--- src/rtl/multicycle_ctrl.sv ---
// Control FSM for the multicycle RV32I datapath. It sequences fetch, decode, execute,
// memory and writeback, drives every mux select and write strobe, and counts retired instructions.
module multicycle_ctrl #(
    parameter int INSTRET_W = 32
) (
    input  logic                 clk,
    input  logic                 reset,
    input  logic [31:0]          Instr,
    input  logic                 Zero,
    input  logic                 mem_ready,
    output logic                 MemReq,
    output logic                 MemWrite,
    output logic                 AdrSrc,
    output logic                 IRWrite,
    output logic                 PCWrite,
    output logic                 RegWrite,
    output logic [1:0]           ResultSrc,
    output logic [1:0]           ALUSrcA,
    output logic [1:0]           ALUSrcB,
    output logic [3:0]           ALUControl,
    output logic [2:0]           ImmSrc,
    output logic                 illegal,
    output logic [INSTRET_W-1:0] instret
);

    typedef enum logic [3:0] {
        S_FETCH, S_DECODE, S_MEMADR, S_MEMREAD, S_MEMWB, S_MEMWRITE, S_EXECR, S_EXECI,
        S_ALUWB, S_BRANCH, S_JAL, S_JALR, S_JALR2, S_UPPER, S_TRAP
    } state_t;

    localparam logic [6:0] OP_LOAD  = 7'b0000011;
    localparam logic [6:0] OP_STORE = 7'b0100011;
    localparam logic [6:0] OP_REG   = 7'b0110011;
    localparam logic [6:0] OP_IMM   = 7'b0010011;
    localparam logic [6:0] OP_BR    = 7'b1100011;
    localparam logic [6:0] OP_JAL   = 7'b1101111;
    localparam logic [6:0] OP_JALR  = 7'b1100111;
    localparam logic [6:0] OP_LUI   = 7'b0110111;
    localparam logic [6:0] OP_AUIPC = 7'b0010111;

    localparam logic [3:0] ALU_ADD = 4'b0000, ALU_SUB = 4'b0001, ALU_AND = 4'b0010,
                           ALU_OR  = 4'b0011, ALU_XOR = 4'b0100, ALU_SLT = 4'b0101,
                           ALU_SLTU = 4'b0110, ALU_SLL = 4'b0111, ALU_SRL = 4'b1000,
                           ALU_SRA = 4'b1001;

    state_t     state, next_state;
    logic [6:0] opcode;
    logic [2:0] funct3;
    logic       funct7b5;
    logic       retire;
    logic       unused_instr;

    assign opcode       = Instr[6:0];
    assign funct3       = Instr[14:12];
    assign funct7b5     = Instr[30];
    assign unused_instr = ^{Instr[31], Instr[29:15], Instr[11:7]};

    // Register-register ops use funct7b5 for SUB; immediate ops only for SRAI.
    function automatic logic [3:0] alu_decode(input logic [2:0] f3, input logic f7b5,
                                              input logic is_reg);
        case (f3)
            3'b000:  alu_decode = (is_reg && f7b5) ? ALU_SUB : ALU_ADD;
            3'b001:  alu_decode = ALU_SLL;
            3'b010:  alu_decode = ALU_SLT;
            3'b011:  alu_decode = ALU_SLTU;
            3'b100:  alu_decode = ALU_XOR;
            3'b101:  alu_decode = f7b5 ? ALU_SRA : ALU_SRL;
            3'b110:  alu_decode = ALU_OR;
            default: alu_decode = ALU_AND;
        endcase
    endfunction

    function automatic logic [3:0] branch_alu(input logic [2:0] f3);
        case (f3)
            3'b000, 3'b001: branch_alu = ALU_SUB;
            3'b100, 3'b101: branch_alu = ALU_SLT;
            3'b110, 3'b111: branch_alu = ALU_SLTU;
            default:        branch_alu = ALU_ADD;
        endcase
    endfunction

    // Zero set means equal (SUB) or "not less than" (SLT/SLTU result of 0).
    function automatic logic branch_taken(input logic [2:0] f3, input logic z);
        case (f3)
            3'b000, 3'b101, 3'b111: branch_taken = z;
            3'b001, 3'b100, 3'b110: branch_taken = ~z;
            default:                branch_taken = 1'b0;
        endcase
    endfunction

    always_comb begin
        next_state = state;
        case (state)
            S_FETCH:    if (mem_ready) next_state = S_DECODE;
            S_DECODE: begin
                case (opcode)
                    OP_LOAD, OP_STORE: next_state = S_MEMADR;
                    OP_REG:            next_state = S_EXECR;
                    OP_IMM:            next_state = S_EXECI;
                    OP_BR:             next_state = S_BRANCH;
                    OP_JAL:            next_state = S_JAL;
                    OP_JALR:           next_state = S_JALR;
                    OP_LUI, OP_AUIPC:  next_state = S_UPPER;
                    default:           next_state = S_TRAP;
                endcase
            end
            S_MEMADR:   next_state = (opcode == OP_LOAD) ? S_MEMREAD : S_MEMWRITE;
            S_MEMREAD:  if (mem_ready) next_state = S_MEMWB;
            S_MEMWB:    next_state = S_FETCH;
            S_MEMWRITE: if (mem_ready) next_state = S_FETCH;
            S_EXECR,
            S_EXECI:    next_state = S_ALUWB;
            S_ALUWB:    next_state = S_FETCH;
            S_BRANCH:   next_state = (funct3 == 3'b010 || funct3 == 3'b011) ? S_TRAP : S_FETCH;
            S_JAL:      next_state = S_ALUWB;
            S_JALR:     next_state = S_JALR2;
            S_JALR2:    next_state = S_ALUWB;
            S_UPPER:    next_state = S_FETCH;
            default:    next_state = S_TRAP;
        endcase
    end

    // Retirement is the transition back to FETCH from a final state; FETCH holding itself never counts.
    assign retire = (next_state == S_FETCH) &&
                    (state == S_MEMWB || state == S_MEMWRITE || state == S_ALUWB ||
                     state == S_BRANCH || state == S_UPPER);

    always_ff @(posedge clk or posedge reset) begin
        if (reset) begin
            state   <= S_FETCH;
            instret <= '0;
        end else begin
            state <= next_state;
            if (retire) instret <= instret + INSTRET_W'(1);
        end
    end

    always_comb begin
        case (opcode)
            OP_STORE:         ImmSrc = 3'b001;
            OP_BR:            ImmSrc = 3'b010;
            OP_JAL:           ImmSrc = 3'b011;
            OP_LUI, OP_AUIPC: ImmSrc = 3'b100;
            default:          ImmSrc = 3'b000;
        endcase
    end

    always_comb begin
        MemReq     = 1'b0;
        MemWrite   = 1'b0;
        AdrSrc     = 1'b0;
        IRWrite    = 1'b0;
        PCWrite    = 1'b0;
        RegWrite   = 1'b0;
        ResultSrc  = 2'b00;
        ALUSrcA    = 2'b00;
        ALUSrcB    = 2'b00;
        ALUControl = ALU_ADD;
        illegal    = 1'b0;
        case (state)
            S_FETCH: begin
                MemReq    = 1'b1;
                ALUSrcB   = 2'b10;
                ResultSrc = 2'b10;
                IRWrite   = mem_ready;
                PCWrite   = mem_ready;
            end
            S_DECODE:   begin ALUSrcA = 2'b01; ALUSrcB = 2'b01; end
            S_MEMADR:   begin ALUSrcA = 2'b10; ALUSrcB = 2'b01; end
            S_MEMREAD:  begin MemReq = 1'b1; AdrSrc = 1'b1; end
            S_MEMWB:    begin ResultSrc = 2'b01; RegWrite = 1'b1; end
            S_MEMWRITE: begin MemReq = 1'b1; MemWrite = 1'b1; AdrSrc = 1'b1; end
            S_EXECR: begin
                ALUSrcA    = 2'b10;
                ALUControl = alu_decode(funct3, funct7b5, 1'b1);
            end
            S_EXECI: begin
                ALUSrcA    = 2'b10;
                ALUSrcB    = 2'b01;
                ALUControl = alu_decode(funct3, funct7b5, 1'b0);
            end
            S_ALUWB:    RegWrite = 1'b1;
            S_BRANCH: begin
                ALUSrcA    = 2'b10;
                ALUControl = branch_alu(funct3);
                PCWrite    = branch_taken(funct3, Zero);
            end
            S_JAL, S_JALR2: begin ALUSrcA = 2'b01; ALUSrcB = 2'b10; PCWrite = 1'b1; end
            S_JALR:     begin ALUSrcA = 2'b10; ALUSrcB = 2'b01; end
            S_UPPER: begin
                RegWrite  = 1'b1;
                ResultSrc = (opcode == OP_LUI) ? 2'b11 : 2'b00;
            end
            S_TRAP:     illegal = 1'b1;
            default:    ;
        endcase
        // Reset lands in FETCH, whose request must not leak out while reset is still high.
        if (reset) begin
            MemReq   = 1'b0;
            MemWrite = 1'b0;
            IRWrite  = 1'b0;
            PCWrite  = 1'b0;
            RegWrite = 1'b0;
        end
    end

endmodule

--- config.mk ---
export PLATFORM = sky130hd
export DESIGN_NAME = multicycle_ctrl
export DESIGN_NICKNAME = d
export VERILOG_FILES = /design/src/rtl/multicycle_ctrl.sv
export SDC_FILE = /design/constraint.sdc
export NUM_CORES = 1
export LEC_CHECK = 0
export CAP_MARGIN = 20
export CORE_UTILIZATION = 30
export DETAILED_ROUTE_END_ITERATION = 8
export DONT_BUFFER_PORTS = 1
export PLACE_DENSITY = 0.43
export SKIP_CTS_REPAIR_TIMING = 1
export SLEW_MARGIN = 40
export SYNTH_ARGS = -nofsm -noshare
export SYNTH_HDL_FRONTEND = slang
export SYNTH_SLANG_ARGS = --single-unit
--- constraint.sdc ---
create_clock -name clk -period 2.3 [get_ports clk]
set_input_delay 0.23 -clock clk [delete_from_list [all_inputs] [get_ports clk]]
set_output_delay 0.23 -clock clk [all_outputs]
set_load 0.02 [all_outputs]
==> Word-level counts from Yosys, hierarchy flattened <==
Index checks and enable logic that the tools add are counted.
{ "word_totals": {"reg_bits": 36, "input_bits": 36, "wordCells": 90} }
{ "op_classes": {"n_eq_ne": 30, "mux": 31, "addsub": 1, "bitwise": 1, "n_reduce_logical": 25} }
{ "ops": {"columns": ["op", "count"], "rows": [
  ["$pmux 4 s7", 3],
  ["$pmux 4 s9", 1],
  ["$add 32x1->32 const B", 1],
  ["$eq 4x4->1 const B", 7],
  ["$eq 7x6->1 const B", 3],
  ["$eq 7x7->1 const B", 3],
  ["$reduce_or 3->1", 6],
  ["$eq 4x3->1 const B", 4],
  ["$mux 4", 4],
  ["$eq 7x5->1 const B", 2],
  ["$reduce_or 2->1", 7],
  ["$mux 1", 13],
  ["$eq 3x3->1 const B", 4],
  ["$pmux 3 s4", 1],
  ["$pmux 4 s3", 1],
  ["$pmux 3 s3", 1],
  ["$eq 4x2->1 const B", 2],
  ["$logic_not 4->1", 2],
  ["$pmux 2 s2", 2],
  ["$reduce_or 4->1", 2],
  ["$eq 7x2->1 const B", 1],
  ["$eq 3x2->1 const B", 2],
  ["$pmux 2 s3", 1],
  ["$logic_or 1x1->1", 5],
  ["10 further kinds", 10]
]} }

==> Logic depth before layout (Yosys ltp) <==
{ "logic_depth": {"word_depth": 6, "ltp_mapped": 7} }

==> Worst setup path after synthesis <==
Ideal clock, no wire load.
{ "synth_timing": {"path_type": "flip-flop to output port", "from": "reg state[2]", "to": "out RegWrite", "slack_ps": 32, "stages_incl_launch_ff": 5, "t_required_ps": 2070, "arrival_time_ps": 2038, "n_path_buf": 2, "path_cell_list": "dfrtp_1 buf_2 buf_1 nand2_1 a2111oi_0"} }
{ "synth_via": {"elab_chain_len": 4, "elab_cells_between_ends": 6, "cone_classes": "eq/ne (3); mux (2); reduce/logical (1)"} }
{ "synth_rtl": {"columns": ["item", "line", "rtl"], "rows": [
  ["from (decl)", "46", "state_t state, next_state;"],
  ["from (signal assigned)", "133", "state <= next_state;"],
  ["$eq 4x3->1 or $eq 4x4->1 (tied branches)", "160", "case (state)"],
  ["$reduce_or 3->1 (no source line) (*)", null, null],
  ["$mux 1 (*)", "160", null],
  ["$mux 1 (*)", "198", "if (reset) begin"],
  ["to (decl)", "16", "output logic RegWrite,"]
]} }
Mark *: on every way between the ends. The rest lies on a longest branch, timed or not.

==> Final worst setup path <==
{ "layout_timing": {"from": "reg state[1]", "to": "out ALUControl[3]"} }
{ "layout_via": {"elab_chain_len": 2, "elab_cells_between_ends": 4, "cone_classes": "eq/ne (3); mux (1)"} }
{ "layout_rtl": {"columns": ["item", "line", "rtl"], "rows": [
  ["$eq 4x4->1 or $eq 4x3->1 (tied branches)", "160", null],
  ["$pmux 4 s3 (*)", "160", null],
  ["to (decl)", "20", "output logic [3:0] ALUControl,"]
]} }
Marks and branches as above.

==> results.py <==
metrics = {
    "drt": {
        "vias_per_cell": 4.98,
        "drt-total-wl_um": 5180,
        "drt-initial-drc-count": 66,
        "first_pass_iters": 4,
        "drc": 0,
        "drtAntennaViolNets": 0,
        "via_count": 1827,
        "routedWlPerCell_um": 14.1,
    },
    "pwr": {
        "p_leak_nw": 1.05,
        "pwr_density_cell_mw_per_mm2": 1020,
        "ir_worst_vdd_uv": 233,
    },
    "setup_path": {
        "crit_required_ns": 2.07,
        "worstRegToRegCells": 6,
        "critical_path_class": "flop to primary output",
        "rrSetupSlack_ns": 0.38,
        "rr_endpoint": "instret[23]",
        "slowest_stage": "dfrtp_1",
        "path_max_fanout": 10,
        "max_stage_delay_ns": 0.50,
        "end_kind": "primary output",
        "crit_path_cell_trace": "nor2b_1 > and2_1 > nand2_1 > nor3b_1 > buf_4",
        "timing.rr.start": "state[0]",
        "cp_top_family": "simple AND/OR/NAND/NOR gates",
        "crit_arrival_ns": 1.88,
        "start_kind": "flop",
        "crit_buf_inv": 1,
    },
    "synth": {
        "ys_seq_area_share_pct": 39.7,
        "yosysTopAreaCell": "dfrtp_1",
        "async_flop_share_pct": 100,
        "ys_ff_latch": 36,
        "yosys_warnings": 0,
        "ys_types": 46,
        "synth_area_per_cell_um2": 8.90,
        "synth_area_leaders": "dfrtp_1 (40%), xnor2_1 (10%), nand2_1 (4.5%), nand3_1 (4.0%), nor2_1 (2.8%)",
        "synthesis.nets": 292,
        "ys.flop_type": "dfrtp_1",
        "synth_edf_count": 0,
        "synth_top_area_share_pct": 39.7,
        "syn-cell-area_mm2": 0.00227,
        "syn-instance-count": 255,
    },
    "worst_hold_path": {
        "hp-start": "Instr[6]",
        "min_path_type": "primary input to flop",
        "min_to": "state[3]",
        "whs_path_depth": 2,
    },
    "placed_design": {
        "detailed_place_hpwl_um": 3720,
        "place_congestion": 0.798,
        "portBuffers": 0,
        "place_ws_ns": 0.370,
    },
    "clock_network": {
        "insertion_delay_ns": 0.28,
        "numCtsBuffers": 5,
        "tritoncts": "yes",
        "cts_buffer_depth": 2,
        "clk_pin_slew_ns": 0.07,
        "cts_sinks": 36,
        "cts_root_buffer": "clkbuf_8",
        "htreeDepth": 2,
    },
    "sta": {
        "layout_worst_path_cycle_share_pct": 91.7,
        "grt_setup_unrepaired": "no",
        "maxSlewHeadroom_pct": 57.8,
        "fin_setup_tns_ns": 0,
        "max_clock_freq_ghz": 0.474,
        "finClkSkew_ns": 0.00240,
        "drv_slew": 0,
        "setup_viol": 0,
        "setup_slack_ns": 0.191,
        "worst_pin_slew_ns": 0.629,
        "period_needed_ns": 2.11,
        "hold_viol": 0,
    },
    "die": {
        "fp.coreArea_mm2": 0.00729,
        "die_height_um": 89.0,
        "start_util_pct": 31.1,
        "rows": 31,
        "die_area_mm2": 0.00791,
        "die_w_um": 89.0,
        "io_pins": 88,
    },
    "cells_and_area": {
        "drive_gt1_share_pct": 13.8,
        "insertedDiodeCount": 0,
        "fillCellCount": 805,
        "finalNetCount": 305,
        "area_growth_pct": 12.1,
    },
    "global_route": {
        "grtUsageTotal_pct": 13.0,
        "antenna_found_initial": 0,
        "grt_first_pass_wirelength_um": 8000,
        "grt_max_degree": 37,
        "grt_pass1_vias": 1707,
        "grt-ovfl-total": 0,
    },
    "run_status": {
        "run_status": "finished, final reports clean",
    },
    "flow_run": {
        "max_cap_viol_count": 0,
    },
}
## state kept, by name, summed over array words and instances, names as in the netlist
register,flops
instret,32
state,4
## routing by layer
metal | share of wire, % | track usage [%]
met2 | 47 | 20.8
met3 | 5.5 | 4.16
met4 | 1.0 | 3.46
met1 | 47 | 17.0
met5 | 0 | 0
## kinds of logic (layout without fill, tap and decap cells)
group	Yosys count	after routing	synth area share, %
mux	1	1	0.496
compound gates	41	41	11.9
buf+inv	22	35	5.02
fa+ha+maj	1	1	0.551
xor+xnor	34	34	13.1
flops	36	36	39.7
simple gates	120	120	29.2
## layout make-up
cell class / instances / area [um^2] / share of cell area (%)
Tap cell: 99 / 124 / 4.87
Multi-Input combinational cell: 197 / 1260 / 49.5
Clock inverter: 1 / 5.00 / 0.197
Clock buffer: 6 / 72.6 / 2.85
Inverter: 8 / 30.0 / 1.18
Sequential cell: 36 / 901 / 35.4
Timing Repair Buffer: 20 / 153 / 6.00
## Yosys cell counts (all sizes together) (2+ instances only)
| library cell | n |
|---|---|
| o21ai | 11 |
| o31ai | 2 |
| xnor2 | 27 |
| nor2 | 17 |
| o211ai | 2 |
| nand4 | 10 |
| a21oi | 11 |
| nor2b | 4 |
| or3 | 2 |
| nand3b | 3 |
| xor2 | 7 |
| a22o | 2 |
| nand2b | 6 |
| nor3b | 2 |
| nand3 | 18 |
| buf | 10 |
| nand2 | 27 |
| and2 | 6 |
| o22ai | 2 |
| inv | 8 |
| a211oi | 4 |
| and3 | 9 |
| dfrtp | 36 |
| nor3 | 11 |
| and4 | 2 |
| clkbuf | 4 |
## placed cells by master (no fill, tap or decap), types with 3 or more instances in the layout
cell type  netlist  layout
a21oi_1         11      10
and2_1           5       5
and3_1           9       9
buf_4            1      19
clkbuf_8         0       5
dfrtp_1         36      36
inv_1            8       7
nand2_1         27      27
nand2b_1         5       5
nand3_1         18      18
nand3b_1         3       3
nand4_1         10      10
nor2_1          17      17
nor2b_1          3       3
nor3_1          11      11
o21ai_0         11      11
xnor2_1         27      27
xor2_1           7       7
## metrics by stage
| stage | util (%) | power, mW | instance area (um^2) | instances | hold WS (ns) |
|---|---|---|---|---|---|
| after global placement | 33.6 | 2.18 | 2450 | 359 | 0.276 |
| after floorplan | - | 1.91 | 2270 | 255 | 0.384 |
| after global routing | 34.9 | 2.79 | 2540 | 367 | 0.149 |
| final | 34.9 | 2.59 | 2540 | 367 | 0.130 |
| after detailed placement | 33.6 | 2.17 | 2450 | 359 | 0.276 |
| after CTS | 34.7 | 2.61 | 2530 | 366 | -0.0369 |
## worst max-delay path by stage
stage	from	to	slack, ns	depth (start not counted)
after floorplan	state[2]	RegWrite	0.03	4
after global placement	state[0]	instret[23]	0.37	7
after detailed placement	state[0]	instret[20]	0.37	7
after CTS	state[2]	PCWrite	0.15	5
after global routing	state[1]	ALUControl[3]	0.07	5
final	state[1]	ALUControl[3]	0.19	5
## power by group
| part | internal (mW) | switching, mW | total [mW] |
|---|---|---|---|
| Sequential | 0.740 | 0.273 | 1.01 |
| Combinational | 0.454 | 0.697 | 1.15 |
| Clock | 0.206 | 0.217 | 0.423 |
Note: power is estimated with default switching activity, not from simulation.
